File: src/rtl/apb_capture_timer_pkg.sv
// Shared register map, bit positions and FSM encoding for apb_capture_timer.
package apb_capture_timer_pkg;

  // Byte offsets of the APB registers
  localparam logic [3:0] OFF_CTRL   = 4'h0;
  localparam logic [3:0] OFF_STATUS = 4'h4;
  localparam logic [3:0] OFF_PERIOD = 4'h8;
  localparam logic [3:0] OFF_HIGH   = 4'hC;

  // Word index as decoded from paddr[3:2]
  localparam logic [1:0] IDX_CTRL   = OFF_CTRL[3:2];
  localparam logic [1:0] IDX_STATUS = OFF_STATUS[3:2];
  localparam logic [1:0] IDX_PERIOD = OFF_PERIOD[3:2];
  localparam logic [1:0] IDX_HIGH   = OFF_HIGH[3:2];

  // CTRL bits
  localparam int CTRL_EN_BIT = 0;
  localparam int CTRL_IE_BIT = 1;

  // STATUS bits (write-one-to-clear)
  localparam int STAT_VALID_BIT = 0;
  localparam int STAT_OVR_BIT   = 1;
  localparam int STAT_OVF_BIT   = 2;

  typedef enum logic [1:0] {
    ST_IDLE = 2'd0,
    ST_HIGH = 2'd1,
    ST_LOW  = 2'd2
  } cap_state_e;

endpackage

File: src/rtl/apb_capture_timer_cap_sync_edge.sv
// cap_sync_edge: two-flop synchronizer plus history flop, giving one-cycle
// rise/fall pulses two edges after the input changes.
module cap_sync_edge (
  input  logic clk,
  input  logic rstn,
  input  logic async_in,
  output logic rise,
  output logic fall
);

  logic s1_q, s2_q, s3_q;

  // Synchronize the asynchronous input and keep one cycle of history
  always_ff @(posedge clk) begin
    if (!rstn) begin
      s1_q <= 1'b0;
      s2_q <= 1'b0;
      s3_q <= 1'b0;
    end else begin
      s1_q <= async_in;
      s2_q <= s1_q;
      s3_q <= s2_q;
    end
  end

  assign rise = s2_q & ~s3_q;
  assign fall = ~s2_q & s3_q;

endmodule

File: src/rtl/apb_capture_timer.sv
// apb_capture_timer: measures period and high time of an external pulse
// and exposes them through a four-register APB slave.
//
//   state   | meaning
//   --------+-----------------------------------------------------------
//   ST_IDLE | waiting for the first rising edge (or disabled / after OVF)
//   ST_HIGH | input high, counting; fall latches the pending high time
//   ST_LOW  | input low, counting; rise completes the capture
//
// The high time is held in a pending register and only committed to HIGH
// together with PERIOD, so an overflow, disable or reset part-way through a
// measurement never leaves a half-updated PERIOD/HIGH pair.
module apb_capture_timer
  import apb_capture_timer_pkg::*;
#(
  parameter int CNT_W = 32
) (
  input  logic        apb_pclk,
  input  logic        apb_prstn,
  input  logic        apb_psel,
  input  logic [3:0]  apb_paddr,
  input  logic        apb_pwrite,
  input  logic        apb_penable,
  input  logic [31:0] apb_pwdata,
  output logic [31:0] apb_prdata,
  input  logic        cap_in,
  output logic        cap_int
);

  localparam logic [CNT_W-1:0] CNT_ONE = CNT_W'(1);
  localparam logic [CNT_W-1:0] CNT_MAX = {CNT_W{1'b1}};

  logic             rise, fall;
  cap_state_e       state_q, state_d;
  logic [CNT_W-1:0] cnt_q, cnt_d;
  logic [CNT_W-1:0] high_pend_q, high_pend_d;
  logic [CNT_W-1:0] period_q, period_d;
  logic [CNT_W-1:0] high_q, high_d;
  logic             ctrl_en_q, ctrl_en_d;
  logic             ctrl_ie_q, ctrl_ie_d;
  logic             en_arm_q, en_arm_d;
  logic             valid_q, valid_d;
  logic             ovr_q, ovr_d;
  logic             ovf_q, ovf_d;
  logic             cap_int_q, cap_int_d;
  logic             cap_done, ovf_hit;
  logic             wr_en;
  logic [1:0]       reg_idx;
  logic [2:0]       w1c;
  logic             unused_ok;

  assign unused_ok = ^{apb_paddr[1:0], apb_pwdata[31:3]};
  assign wr_en     = apb_psel & apb_penable & apb_pwrite;
  assign reg_idx   = apb_paddr[3:2];
  assign cap_int   = cap_int_q;

  cap_sync_edge u_sync (
    .clk      (apb_pclk),
    .rstn     (apb_prstn),
    .async_in (cap_in),
    .rise     (rise),
    .fall     (fall)
  );

  // FSM state, running counter and pending high time
  always_ff @(posedge apb_pclk) begin
    if (!apb_prstn) begin
      state_q     <= ST_IDLE;
      cnt_q       <= '0;
      high_pend_q <= '0;
    end else begin
      state_q     <= state_d;
      cnt_q       <= cnt_d;
      high_pend_q <= high_pend_d;
    end
  end

  // Next-state logic; saturation is checked before edges so cnt never wraps.
  // en_arm_q delays arming by one cycle so a rise coinciding with EN turning
  // on cannot start a capture.
  always_comb begin
    state_d     = state_q;
    cnt_d       = cnt_q;
    high_pend_d = high_pend_q;
    cap_done    = 1'b0;
    ovf_hit     = 1'b0;
    if (!ctrl_en_q) begin
      state_d = ST_IDLE;
      cnt_d   = '0;
    end else begin
      case (state_q)
        ST_IDLE: begin
          if (rise && en_arm_q) begin
            state_d = ST_HIGH;
            cnt_d   = CNT_ONE;
          end
        end
        ST_HIGH: begin
          if (cnt_q == CNT_MAX) begin
            ovf_hit = 1'b1;
            state_d = ST_IDLE;
          end else begin
            cnt_d = cnt_q + CNT_ONE;
            if (fall) begin
              high_pend_d = cnt_q;
              state_d     = ST_LOW;
            end
          end
        end
        ST_LOW: begin
          if (cnt_q == CNT_MAX) begin
            ovf_hit = 1'b1;
            state_d = ST_IDLE;
          end else if (rise) begin
            cap_done = 1'b1;
            cnt_d    = CNT_ONE;
            state_d  = ST_HIGH;
          end else begin
            cnt_d = cnt_q + CNT_ONE;
          end
        end
        default: state_d = ST_IDLE;
      endcase
    end
  end

  // Register-file updates; a hardware set beats a same-cycle W1C
  always_comb begin
    ctrl_en_d = ctrl_en_q;
    ctrl_ie_d = ctrl_ie_q;
    w1c       = '0;
    if (wr_en && reg_idx == IDX_CTRL) begin
      ctrl_en_d = apb_pwdata[CTRL_EN_BIT];
      ctrl_ie_d = apb_pwdata[CTRL_IE_BIT];
    end
    if (wr_en && reg_idx == IDX_STATUS) begin
      w1c = apb_pwdata[2:0];
    end
    valid_d   = (valid_q & ~w1c[STAT_VALID_BIT]) | cap_done;
    ovr_d     = (ovr_q & ~w1c[STAT_OVR_BIT]) | (cap_done & valid_q);
    ovf_d     = (ovf_q & ~w1c[STAT_OVF_BIT]) | ovf_hit;
    period_d  = cap_done ? cnt_q : period_q;
    high_d    = cap_done ? high_pend_q : high_q;
    cap_int_d = ctrl_ie_q & (valid_q | ovf_q);
    en_arm_d  = ctrl_en_q;
  end

  // Register-file and interrupt flops
  always_ff @(posedge apb_pclk) begin
    if (!apb_prstn) begin
      ctrl_en_q <= 1'b0;
      ctrl_ie_q <= 1'b0;
      en_arm_q  <= 1'b0;
      valid_q   <= 1'b0;
      ovr_q     <= 1'b0;
      ovf_q     <= 1'b0;
      period_q  <= '0;
      high_q    <= '0;
      cap_int_q <= 1'b0;
    end else begin
      ctrl_en_q <= ctrl_en_d;
      ctrl_ie_q <= ctrl_ie_d;
      en_arm_q  <= en_arm_d;
      valid_q   <= valid_d;
      ovr_q     <= ovr_d;
      ovf_q     <= ovf_d;
      period_q  <= period_d;
      high_q    <= high_d;
      cap_int_q <= cap_int_d;
    end
  end

  // Zero-wait-state read mux, driven only during a read select
  always_comb begin
    apb_prdata = '0;
    if (apb_psel && !apb_pwrite) begin
      case (reg_idx)
        IDX_CTRL: begin
          apb_prdata[CTRL_EN_BIT] = ctrl_en_q;
          apb_prdata[CTRL_IE_BIT] = ctrl_ie_q;
        end
        IDX_STATUS: begin
          apb_prdata[STAT_VALID_BIT] = valid_q;
          apb_prdata[STAT_OVR_BIT]   = ovr_q;
          apb_prdata[STAT_OVF_BIT]   = ovf_q;
        end
        IDX_PERIOD: apb_prdata = 32'(period_q);
        IDX_HIGH:   apb_prdata = 32'(high_q);
        default:    apb_prdata = '0;
      endcase
    end
  end

endmodule

File: config.mk
export PLATFORM = sky130hd
export DESIGN_NAME = apb_capture_timer
export DESIGN_NICKNAME = d
export VERILOG_FILES = /design/src/rtl/apb_capture_timer_pkg.sv /design/src/rtl/apb_capture_timer_cap_sync_edge.sv /design/src/rtl/apb_capture_timer.sv
export SDC_FILE = /design/constraint.sdc
export NUM_CORES = 1
export LEC_CHECK = 0
export BUFFER_PORTS_ARGS = -buffer_cell sky130_fd_sc_hd__buf_2
export CORE_MARGIN = 4
export CORE_UTILIZATION = 30
export DETAILED_ROUTE_END_ITERATION = 10
export PLACE_DENSITY = 0.57
export SYNTH_ARGS = -nofsm -noshare
export SYNTH_HDL_FRONTEND = slang
export SYNTH_SLANG_ARGS = --single-unit
File: constraint.sdc
create_clock -name apb_pclk -period 4.9 [get_ports apb_pclk]
set_clock_uncertainty 0.1 [all_clocks]
set_input_delay 0.98 -clock apb_pclk [delete_from_list [all_inputs] [get_ports apb_pclk]]
set_output_delay 0.98 -clock apb_pclk [all_outputs]
set_load 0.02 [all_outputs]
==> results summary, run 1 <==
The cell with the largest stage delay on the worst path is buf_2. The net count reported at finish is between 800 and 900. The standard-cell row count came out at 54. The startpoint kind of the worst setup timing path is a primary input. The worst min-delay path category is flip-flop to flip-flop. The finished layout holds between 1,000 and 1,500 standard cells, fillers aside. The maximum number of pins on one net before global-route repair is 76. For the pin with the worst max-slew slack, the measured transition is 1.210 ns.

The number of sinks handled by clock tree synthesis is 140. The top-level I/O count is 75. The critical path is of the primary input to output port type. The arrival time at the worst endpoint came out at around 2.3 ns. For this run, the number of Yosys warnings is 0. Summed over all layers, the global routing overflow is 0. The post-route netlist has between 10% and 20% of its cells at a drive strength greater than 1.

The worst setup path is captured at an output port. The count of flip-flops with a built-in enable after synthesis is 0. Compared with the post-synthesis result, the final layout area differs by 15.21%. The largest area contributor in the netlist is dfxtp_1. The maximum fanout along the worst path came out at 22. The post-synth net total is 800. The count of filler cells inserted in the layout came out at approximately 2,200. Counting distinct cell types in the post-synthesis netlist gives 50. For the worst-skew pair, the clock arrives at the later sink with an insertion delay of between 0.4 and 0.5 ns. Setup repair after global routing left no endpoint under its margin. The largest stage delay on the critical path came out at between 0.5 and 0.6 ns.

The share of the clock period used by the worst path after layout is 69.76%. The wire length of the first global-routing pass came out at ~26 mm. The part of the Yosys area used for sequential elements is a little over two fifths. In this run the static leakage power is 3.277 nW. The maximum clock rate is 292.6 MHz. Across all layers, the routed design uses 5,271 vias.

The number of endpoints failing setup at the final stage came out at 0. STA puts the critical path data required time at between 3 and 4 ns. The fraction of post-synthesis cell area in the top cell type by area is 42.28%. The length of the first detailed-routing pass in iterations is 7. The number of buffers inserted to repair setup after CTS is 0. The clock edge transition at the registers on the reported setup and hold paths is 0.06 ns.

The count of antenna diodes in the layout is 0. The cell with the most instances on the worst path is buf_2. The worst hold slack came out at between 0.3 and 0.4 ns. The post-synthesis cell area came out at about 0.0066 mm^2. The count of hold-fix buffers inserted at cts came out at 0. The flow ran to the end, and the final reports show no timing, DRC or antenna violations.

The total core area came out at between 0.02 and 0.025 mm^2. The total routed wirelength is 15.03 mm. The final count of hold timing violations was 0. The detail route stage leaves a number of antenna-violating nets equal to 0. Traced cell by cell, the critical path runs through buf_2, buf_4, mux2i_1, nor2_1, buf_2. For this run, the total global-route usage over all layers was measured as approximately 13%. The cell sitting at the root of the clock tree is a clkbuf_16. The clock tree synthesis step divided the H-tree into 4 levels. The number of antenna violations at the first check in global routing came to 0. The number of input and output port buffers inserted came out at 43. The maximum ir drop on the vdd rail came out at roughly 0.19 mV. The time the worst path needs with I/O delays and setup came out at between 3 and 4 ns. The number of global-route vias before repair came to around 5,200. The count of pins over their slew limit came to 0.

The TritonCTS clock tree is yes. After technology mapping, the gate count stands at between 700 and 800. The number of design rule violations left after detail routing came out at 0. The weighted congestion reported at the end of routability-driven placement is 0.8732. The count of state elements after synthesis came out at 140. The floorplan step set the die height to 156.6 um.

The number of resized instances in the post-cts repair step came out at 0. In this run, CTS created clock tree buffers numbering 17. The effective utilization at floorplan came out at between 30% and 40%. Counting tap cells, the placed design contains a total of 1,030 instances.

The max-cap violation count came out at 0. The first routing iteration left 316 violations. Once detailed placement completed, the half-perimeter wirelength came to approximately 10 mm. The setup TNS came out at 0 ns.

The relative slew slack is between 15 and 20%. The mean instance size in the synthesized netlist is 8.803 um^2. The proportion of synthesized flip-flops having asynchronous set or reset came out at 0%. After detailed routing, the average wire length per cell comes to 14.15 um. The per-cell via count in the routed design is just under 5.

The most used flip-flop cell after synthesis is dfxtp_1. By area the synthesized netlist is led by dfxtp_1, mux2i_1, nand2_1. For this design the ratio of total power to cell area is 331.6 mW/mm^2. No sink is reached through more buffers than the 2 on the longest clock path. The overall die area came out at approximately 0.025 mm^2. The x dimension of the die came out at between 150 and 200 um.
==> cell families after synthesis <==
| kind of cell | after synthesis | synth area share (%) |
|---|---|---|
| and+or+nand+nor | 335 | 23.82 |
| muxes | 140 | 21.54 |
| DFF | 140 | 42.28 |
| AOI/OAI and AO/OA | 69 | 6.965 |
| buffers and inverters | 64 | 4.454 |
| adders and majority gates | 5 | 0.9438 |
==> through the flow <==
step | area, um^2 | worst slack [ns] | power (mW) | utilization (%)
global placement | 7015 | 1.421 | 1.214 | 32.25
floorplan | 6629 | 1.642 | 1.200 | -
CTS | 7637 | 1.433 | 2.571 | 35.10
global route | 7637 | 1.394 | 2.624 | 35.10
finish | 7637 | 1.482 | 2.533 | 35.10
detailed placement | 7015 | 1.437 | 1.214 | 32.25
==> flip-flops by register name, summed over array words and instances, names as in the netlist <==
| register | count |
|---|---|
| u_sync.s2_q | 1 |
| en_arm_q | 1 |
| ovf_q | 1 |
| valid_q | 1 |
| cap_int | 1 |
| high_q | 32 |
| period_q | 32 |
| state_q | 2 |
| u_sync.s3_q | 1 |
| cnt_q | 32 |
| ovr_q | 1 |
| ctrl_en_q | 1 |
| u_sync.s1_q | 1 |
| high_pend_q | 32 |
| ctrl_ie_q | 1 |
==> worst max-delay path, delay by kind of cell <==
kind / cells / cell delay [ns]
buf+inv: 3 / 1.02
simple gates: 1 / 0.06
mux: 1 / 0.25
==> cell usage in the layout (no fill, tap or decap), types with 10 or more instances in the layout <==
| cell type | count |
|---|---|
| dfxtp_1 | 140 |
| nand4_1 | 26 |
| buf_4 | 12 |
| o22ai_1 | 15 |
| nand3_1 | 25 |
| a21oi_1 | 20 |
| a22oi_1 | 13 |
| clkbuf_16 | 17 |
| nand2_1 | 167 |
| nor2_1 | 45 |
| mux2i_1 | 137 |
| buf_2 | 42 |
| or3_1 | 10 |
==> power by group <==
part           internal, mW  total [mW]  leakage (nW)  switching (mW)
clock                 0.854        1.35         0.297           0.492
combinational        0.0139      0.0470          1.85          0.0330
sequential             1.14        1.14          1.13        0.000939
total                  2.01        2.53          3.28           0.526
==> routing by layer <==
metal  wire length (um)  vias to the layer above  share of wire, %  global-route usage, %
met5                  0                        -                 0                      0
met4                176                        0               1.2                  4.091
met3                476                        8               3.2                  2.765
met2               7278                       86                48                  21.79
met1               7099                     2481                47                  16.19
li1                   -                     2696                 -                      -
==> synth_stat cells (4+ instances only) <==
cell type	count
nor2_1	45
nand3_1	25
and3_1	7
or4_1	5
a22oi_1	13
buf_6	4
inv_1	7
and2_1	7
o22ai_1	15
nor3_1	8
buf_4	4
nor4_1	6
nor2b_1	7
ha_1	5
dfxtp_1	140
nand4_1	26
clkbuf_1	41
mux2i_1	137
o21ai_0	4
buf_2	5
nand2_1	167
and4_1	4
or3_1	10
nand2b_1	4
a21oi_1	20
==> final timing paths <==
path                              startpoint        endpoint  cells after the start  slack, ns
worst min-delay path             u_sync.s1_q     u_sync.s2_q                      1       0.35
worst max register to register      cnt_q[0]    period_q[10]                      7       1.92
worst max-delay path            apb_paddr[2]  apb_prdata[21]                      5       1.48
worst min register to register   u_sync.s1_q     u_sync.s2_q                      1       0.35
==> cell type report <==
cell class	instances	area [um^2]	share of cell area, %
inverters	7	26.28	0.3440
clock inverters	14	192.7	2.523
well taps	280	350.3	4.587
multi-input cells	549	3536	46.30
repair buffers	54	300.3	3.932
clock buffers	18	429.2	5.619
flip-flops and latches	140	2803	36.70
Power figures use the tool's default switching activity.
==> run 2, diff against run 1 <==
==> constraint.sdc (replaced) <==
create_clock -name apb_pclk -period 3.5 [get_ports apb_pclk]
set_clock_uncertainty 0.1 [all_clocks]
set_input_delay 0.7 -clock apb_pclk [delete_from_list [all_inputs] [get_ports apb_pclk]]
set_output_delay 0.7 -clock apb_pclk [all_outputs]
set_load 0.02 [all_outputs]
==> run 2 against run 1 <==
  * Wire length is 0.71% lower
  * Total power is 38% higher
  * Die area stayed put
  * Critical endpoint is now high_q[21]
  * Largest cell class unchanged
==> results summary, run 2 (same netlist as run 1, synthesis figures left out) <==
The relative slew slack came out at a little over a third. The startpoint identified for the worst register-to-register timing path is cnt_q[16]. The flow ran to the end, and the final reports show no timing, DRC or antenna violations. Leaving out fill and tap cells, the most frequent cell in the layout is nand2_1. The worst setup path is captured at a flip-flop. The tree is rooted in a clkbuf_16.

Tracing the worst setup path back leads to its startpoint at cnt_q[16]. The startpoint kind of the worst setup timing path is a flip-flop. Per report_power, the combinational group accounts for ~1.9% of the total. The net count reported at finish is between 800 and 900. Setup violations remaining at the end of the flow were counted as 0. The total overflow left after global routing is 0. The number of H-tree levels came out at 4. The startpoint identified for the worst hold timing path is u_sync.s1_q.

The weighted congestion reported at the end of routability-driven placement came out at between 0.8 and 0.9. The required time reported for the critical path endpoint came out at roughly 3.7 ns. The number of buffers on the longest clock path is 2. The share of the clock period used by the worst path after layout is ~80%. The floorplan has 54 rows. The switching component of the power came out at slightly below 0.7 mW.

The destination of the critical timing path is high_q[21]. The final non-filler cell area came out at between 0.007 and 0.008 mm^2. Data arrives at the worst endpoint at slightly above 3 ns. The fraction of power consumed by the clock network is between 50 and 60%. The leakage power came out at roughly 3.3 nW. The number of antenna-violating nets in the routed design came out at 0. The number of sinks handled by clock tree synthesis came out at 140.

The worst path in the final design needs a cycle of roughly 2.8 ns, including I/O delays and setup. The per-cell via count in the routed design is a little under 5. The total core area is roughly 0.022 mm^2. The utilization after layout came out at 35.46%. The internal power contribution came out at 2.811 mW. The number of input and output port buffers inserted came out at between 40 and 50. The worst reg2reg path endpoint is high_q[21].

Along the worst hold path, the cell count comes to 1. The detailed router's first-iteration violation count is 386. The critical path is of the flip-flop to flip-flop type.

The portion of total power attributed to sequential cells came out at a little under half. The height of the chip is 156.6 um. Across all register-to-register paths, the minimum setup slack is just under 0.7 ns. The number of resized instances in the post-cts repair step is 0. Of the cells placed in the final design, the portion with a size suffix greater than 1 is 13.02%. The setup TNS came out at 0 ns.

The clock edge transition at the registers on the reported setup and hold paths came out at roughly 0.06 ns. The maximum number of pins on one net before global-route repair came out at 97. The count of antenna diodes in the layout is 0. The x dimension of the die is 156.6 um. The pre-antenna-repair detailed-routing pass consisted of 5 iterations.

The via total after detailed routing is around 5,300. The count of hold-fix buffers inserted at cts is 0. For the pin with the worst max-slew slack, the measured transition is around 0.96 ns. The instance area after placement is between 0.007 and 0.008 mm^2. In this run, placement finished with an instance count of roughly 1,000. The max-cap violation count is 0.

The final count of hold timing violations is 0. The ratio of total power to cell area came out at 453.1 mW/mm^2. The later pin in the worst-skew pair is clocked with a latency of 0.41 ns. The switching power share of the total is about a fifth. The total routing resource utilization after global routing came out at 12.57%. The worst min-delay path category is flip-flop to flip-flop.

Summed over all layers, the routed wires come to between 10 and 15 mm. Leaving out fill and tap cells, the most frequent cells in the layout are nand2_1, dfxtp_1, mux2i_1. The HPWL after detailed placement came out at around 10 mm. TritonCTS created 17 clock buffers. The depth of the worst register-to-register path is 6. The layout overhead on the synthesized area is 16.38%. TritonCTS built the clock tree. After detailed routing, the average wire length per cell comes to approximately 14 um.

The first global-routing pass estimated approximately 25 mm of wire. The overall die area is between 0.02 and 0.025 mm^2. Along the worst path, the maximum fanout reaches 26. The number of global-route vias before repair came out at between 5,000 and 6,000. The number of antenna violations at the first check in global routing is 0. The count of pins over their slew limit is 0. The final standard cell count with taps included and fillers excluded is around 1,100.

The top-level I/O count came out at 75. The number of design rule violations left after detail routing is 0. The effective utilization at floorplan is a little under a third.

Setup repair after global routing left no endpoint under its margin. VDD sags by at most approximately 0.28 mV. Based on the critical path, the design can be clocked at up to 355.7 MHz.

The number of buffers inserted to repair setup after CTS is 0.
run 2: cell types whose count changed in the layout (fill, tap and decap cells not counted), sizes merged:
cell / delta
inv: -2
buf: +9
clkinv: -3
clkinvlp: -2
clkbuf: +8
bufinv: -1
run 2: final cells by class:
class / instances / area, um^2
Timing Repair Buffer: 63 / 392.9
Clock buffer: 26 / 499.2
Inverter: 7 / 26.28
Fill cell: 2241 / 14040
Tap cell: 280 / 350.3
Multi-Input combinational cell: 549 / 3536
Clock inverter: 6 / 107.6
Sequential cell: 140 / 2803
run 2: how the worst min path moves through the flow:
stage | end | slack (ns)
after floorplan | u_sync.s2_q | 0.31
after global placement | u_sync.s2_q | 0.34
after detailed placement | u_sync.s2_q | 0.35
after CTS | high_q[0] | 0.36
after global routing | u_sync.s2_q | 0.37
final | u_sync.s2_q | 0.34
run 2: power groups by stage:
| stage | logic (mW) | clock network, mW | registers (mW) |
|---|---|---|---|
| global route | 0.0743 | 1.96 | 1.60 |
| floorplan | 0.0481 | 0 | 1.63 |
| global placement | 0.0688 | 0 | 1.63 |
| CTS | 0.0690 | 1.88 | 1.60 |
| detailed placement | 0.0686 | 0 | 1.63 |
| finish | 0.0673 | 1.83 | 1.60 |
run 2: metal layers:
layer  GRT usage (%)  wire, um  vias up
li1                -         -     2724
met1           16.15      7177     2493
met2           20.36      6978       83
met3           3.070       495       22
met4           4.917       272        0
met5               0         0        -
run 2: per-stage QoR:
| stage | hold slack [ns] | setup WS [ns] | total power, mW |
|---|---|---|---|
| final | 0.3446 | 0.6885 | 3.496 |
| after CTS | 0.3585 | 0.7014 | 3.548 |
| after global routing | 0.3717 | 0.4774 | 3.627 |
| after detailed placement | 0.3478 | 0.7237 | 1.700 |
| after floorplan | 0.3119 | 0.8018 | 1.679 |
| after global placement | 0.3433 | 0.8075 | 1.701 |
run 2: worst max-delay path, cell delays in order, from the launching register on:
cell and delay (ns):
dfxtp_1 0.56, nand3_1 0.24, nor4_2 0.47, nand4_1 0.37, nand4_1 0.29, buf_4 0.43
mux2i_1 0.23
==> run 3, diff against run 2 <==
--- a/config.mk
+++ b/config.mk
@@ -9,7 +9,7 @@
 export CORE_MARGIN = 4
 export CORE_UTILIZATION = 30
 export DETAILED_ROUTE_END_ITERATION = 10
-export PLACE_DENSITY = 0.57
+export PLACE_DENSITY = 0.58
 export SYNTH_ARGS = -nofsm -noshare
 export SYNTH_HDL_FRONTEND = slang
 export SYNTH_SLANG_ARGS = --single-unit
==> constraint.sdc (replaced) <==
create_clock -name apb_pclk -period 2.54 [get_ports apb_pclk]
set_clock_uncertainty 0.1 [all_clocks]
set_input_delay 0.508 -clock apb_pclk [delete_from_list [all_inputs] [get_ports apb_pclk]]
set_output_delay 0.508 -clock apb_pclk [all_outputs]
set_load 0.02 [all_outputs]
==> run 3 against run 2 <==
  * Final cell count increased by 3.0%
  * Flip-flop and latch count unchanged
  * Worst hold slack got worse by 0.14 ns
  * Design area increased by 3.5%
  * Wire length increased by 4.6%
  * Non-clock buffer count increased by 32
  * Largest cell class unchanged
  * Critical path type unchanged
  * Highest routed layer unchanged
  * Worst setup slack got worse by 0.53 ns
  * Critical endpoint is now cnt_q[31]
  * Critical path depth increased by 1
  * Register-to-register slack got worse by 0.53 ns
  * First-iteration DRC count decreased by 9.3%
==> results summary, run 3 (same netlist as run 1, synthesis figures left out) <==
The run finished with clean final reports. The maximum ir drop on the vdd rail is 0.4552 mV. For this block, the initial DRC count from the detailed router was 350. The worst-skew pair later-pin latency is approximately 0.41 ns. The largest stage delay on the critical path is roughly 0.60 ns. The ratio of total power to cell area came out at ~600 mW/mm^2. The layout overhead on the synthesized area came out at 20.42%. The maximum number of pins on one net before global-route repair came out at ~140. Tracing the worst setup path back leads to its startpoint at cnt_q[4].

The leakage power is 3.495 nW. The via total after detailed routing came out at between 5,000 and 6,000. The net count reported at finish came out at roughly 860. The top-level I/O count is 75. The number of sinks handled by clock tree synthesis came out at 140.

The kind of cell adding the most delay to the critical path is simple AND/OR/NAND/NOR gates. The number of antenna-violating nets in the routed design came out at 0. Leaving out fill and tap cells, the most frequent cells in the layout are nand2_1, dfxtp_1, mux2i_1. The global route total overflow is 0. The instance area after placement came out at approximately 0.0074 mm^2.

Timing would allow up to 419.6 MHz. The maximum fanout along the worst path is 10. The effective utilization at floorplan came out at 30.47%.

The number of design rule violations left after detail routing is 0. The hold path startpoint is cap_in. The count of filler cells inserted in the layout is 2,227. STA puts the critical path data required time at 2.74 ns. The count of pins over their slew limit is 0.

The routed length per instance came out at roughly 14 um. The time the worst path needs with I/O delays and setup is between 2 and 2.5 ns. The launch instance of the worst register-to-register path is cnt_q[4]. The overall die area came out at between 0.02 and 0.025 mm^2. The cell with the largest stage delay on the worst path is nor4_1.

The final non-filler cell area came out at 0.007983 mm^2. The max-cap violation count came out at 0. The weighted congestion reported at the end of routability-driven placement is between 0.8 and 0.9. The total routing resource utilization after global routing came out at 12.81%. The number of H-tree levels came out at 4.

The x dimension of the die is approximately 160 um. The relative slew slack is between 50% and 60%. In this run the deepest clock path goes through 2 buffers. The per-cell via count in the routed design came out at roughly 5.0.

The share of the clock period used by the worst path after layout is a little over nine tenths. The total core area is approximately 0.022 mm^2. Leaving out filler cells and counting taps, the final layout contains 1,103. The number of antenna violations at the first check in global routing is 0. At the worst endpoint, the arrival time is 2.58 ns. Counting both buffers and inverters, the worst setup path holds a total of 2.

The overall power came out at 4.753 mW. Cells with a size suffix above 1 make up 16.89% of the layout. The number of endpoints failing setup at the final stage is 0.

The number of global-route vias before repair came to approximately 5,200. The length of the first detailed-routing pass in iterations is 5. The total number of cells along the worst setup path came out at 7. The worst hold slack is 0.2047 ns. Traced cell by cell, the critical path runs through nand4_2, buf_4, nor4_1, a31oi_1, buf_4, a41oi_1, nor2_1. The TritonCTS clock tree is yes. The number of placed cells counting well taps came out at about 1,100. The standard-cell row count came out at between 50 and 60. The cell with the most instances on the worst path is buf_4. The number of cells on the worst hold path came out at 2. STA classifies the critical path startpoint as a flip-flop. The number of clock buffers added by TritonCTS is 17.

The transition at the pin with the smallest max-transition slack came out at 0.6659 ns. Setup repair after global routing left no endpoint under its margin. In this run the worst hold path is classified as primary input to flip-flop. The wire length of the first global-routing pass came out at approximately 26 mm. The count of hold-fix buffers inserted at cts is 0. The setup path with the least slack is of type flip-flop to flip-flop. The final count of hold timing violations was 0. The number of input and output port buffers inserted is 43. The depth of the worst register-to-register path is 7.

The critical path endpoint category is a flip-flop. The count of antenna diodes in the layout came out at 0. Post-CTS repair changed the size of 0 cells. Post-CTS timing repair inserted 0 buffers for setup.

The HPWL after detailed placement is ~11 mm. The total routed wirelength came out at approximately 16 mm. The setup TNS is 0 ns. After clock tree synthesis, the clock-pin slew on the worst setup and hold paths is about 0.060 ns. The height of the chip is around 160 um. The library cell used most frequently in the layout, excluding fill and tap cells, is nand2_1. The cell chosen for the clock root is clkbuf_16. Setup slack on the worst reg-to-reg path comes out at between 0.15 and 0.2 ns.
[run 3: cell types whose count changed in the layout (fill, tap and decap cells not counted)]
cell        delta
clkinv_2       +1
clkbuf_8       -3
inv_8          +1
clkbuf_1       -4
clkinv_4       +1
clkinvlp_4     +4
buf_4         +28
bufinv_16      -1
buf_12         +4
inv_6          +1
[run 3: through the flow]
stage / setup slack [ns] / util [%]
after floorplan: 0.1574 / -
after global placement: 0.2129 / 33.90
after detailed placement: 0.1556 / 33.90
after CTS: 0.1403 / 36.59
after global routing: 0.03965 / 36.69
final: 0.1568 / 36.69
[run 3: layout make-up]
| type | count | area, um^2 | share of cell area (%) |
|---|---|---|---|
| timing repair buffer | 95 | 683.2 | 8.558 |
| multi-input combinational | 549 | 3536 | 44.29 |
| sequential | 140 | 2803 | 35.11 |
| clock inverter | 13 | 141.4 | 1.771 |
| clock buffer | 19 | 442.9 | 5.549 |
| tap | 280 | 350.3 | 4.389 |
| inverter | 7 | 26.28 | 0.3292 |
[run 3: path summary, 6_finish.rpt]
path                                    end
worst max-delay path              cnt_q[31]
worst min-delay path            u_sync.s1_q
worst max register to register    cnt_q[31]
worst min register to register  u_sync.s2_q
[run 3: metal layers]
| layer | track usage [%] | wire length, um |
|---|---|---|
| met1 | 16.48 | 7388 |
| met2 | 21.97 | 7535 |
| met3 | 1.853 | 451 |
| met4 | 4.380 | 229 |
| met5 | 0 | 0 |
[run 3: worst reg2reg max path, cell delays in order, from the launching register on]
cell and delay, ns:
dfxtp_1 0.44, nand4_2 0.15, buf_4 0.17, nor4_1 0.61
a31oi_1 0.30, buf_4 0.25, a41oi_1 0.19, nor2_1 0.06
[run 3: where the power goes]
| part | internal, mW | switching (mW) | total, mW |
|---|---|---|---|
| combinational | 0.0302 | 0.0643 | 0.0945 |
| sequential | 2.20 | 0.00199 | 2.20 |
| clock | 1.48 | 0.983 | 2.46 |
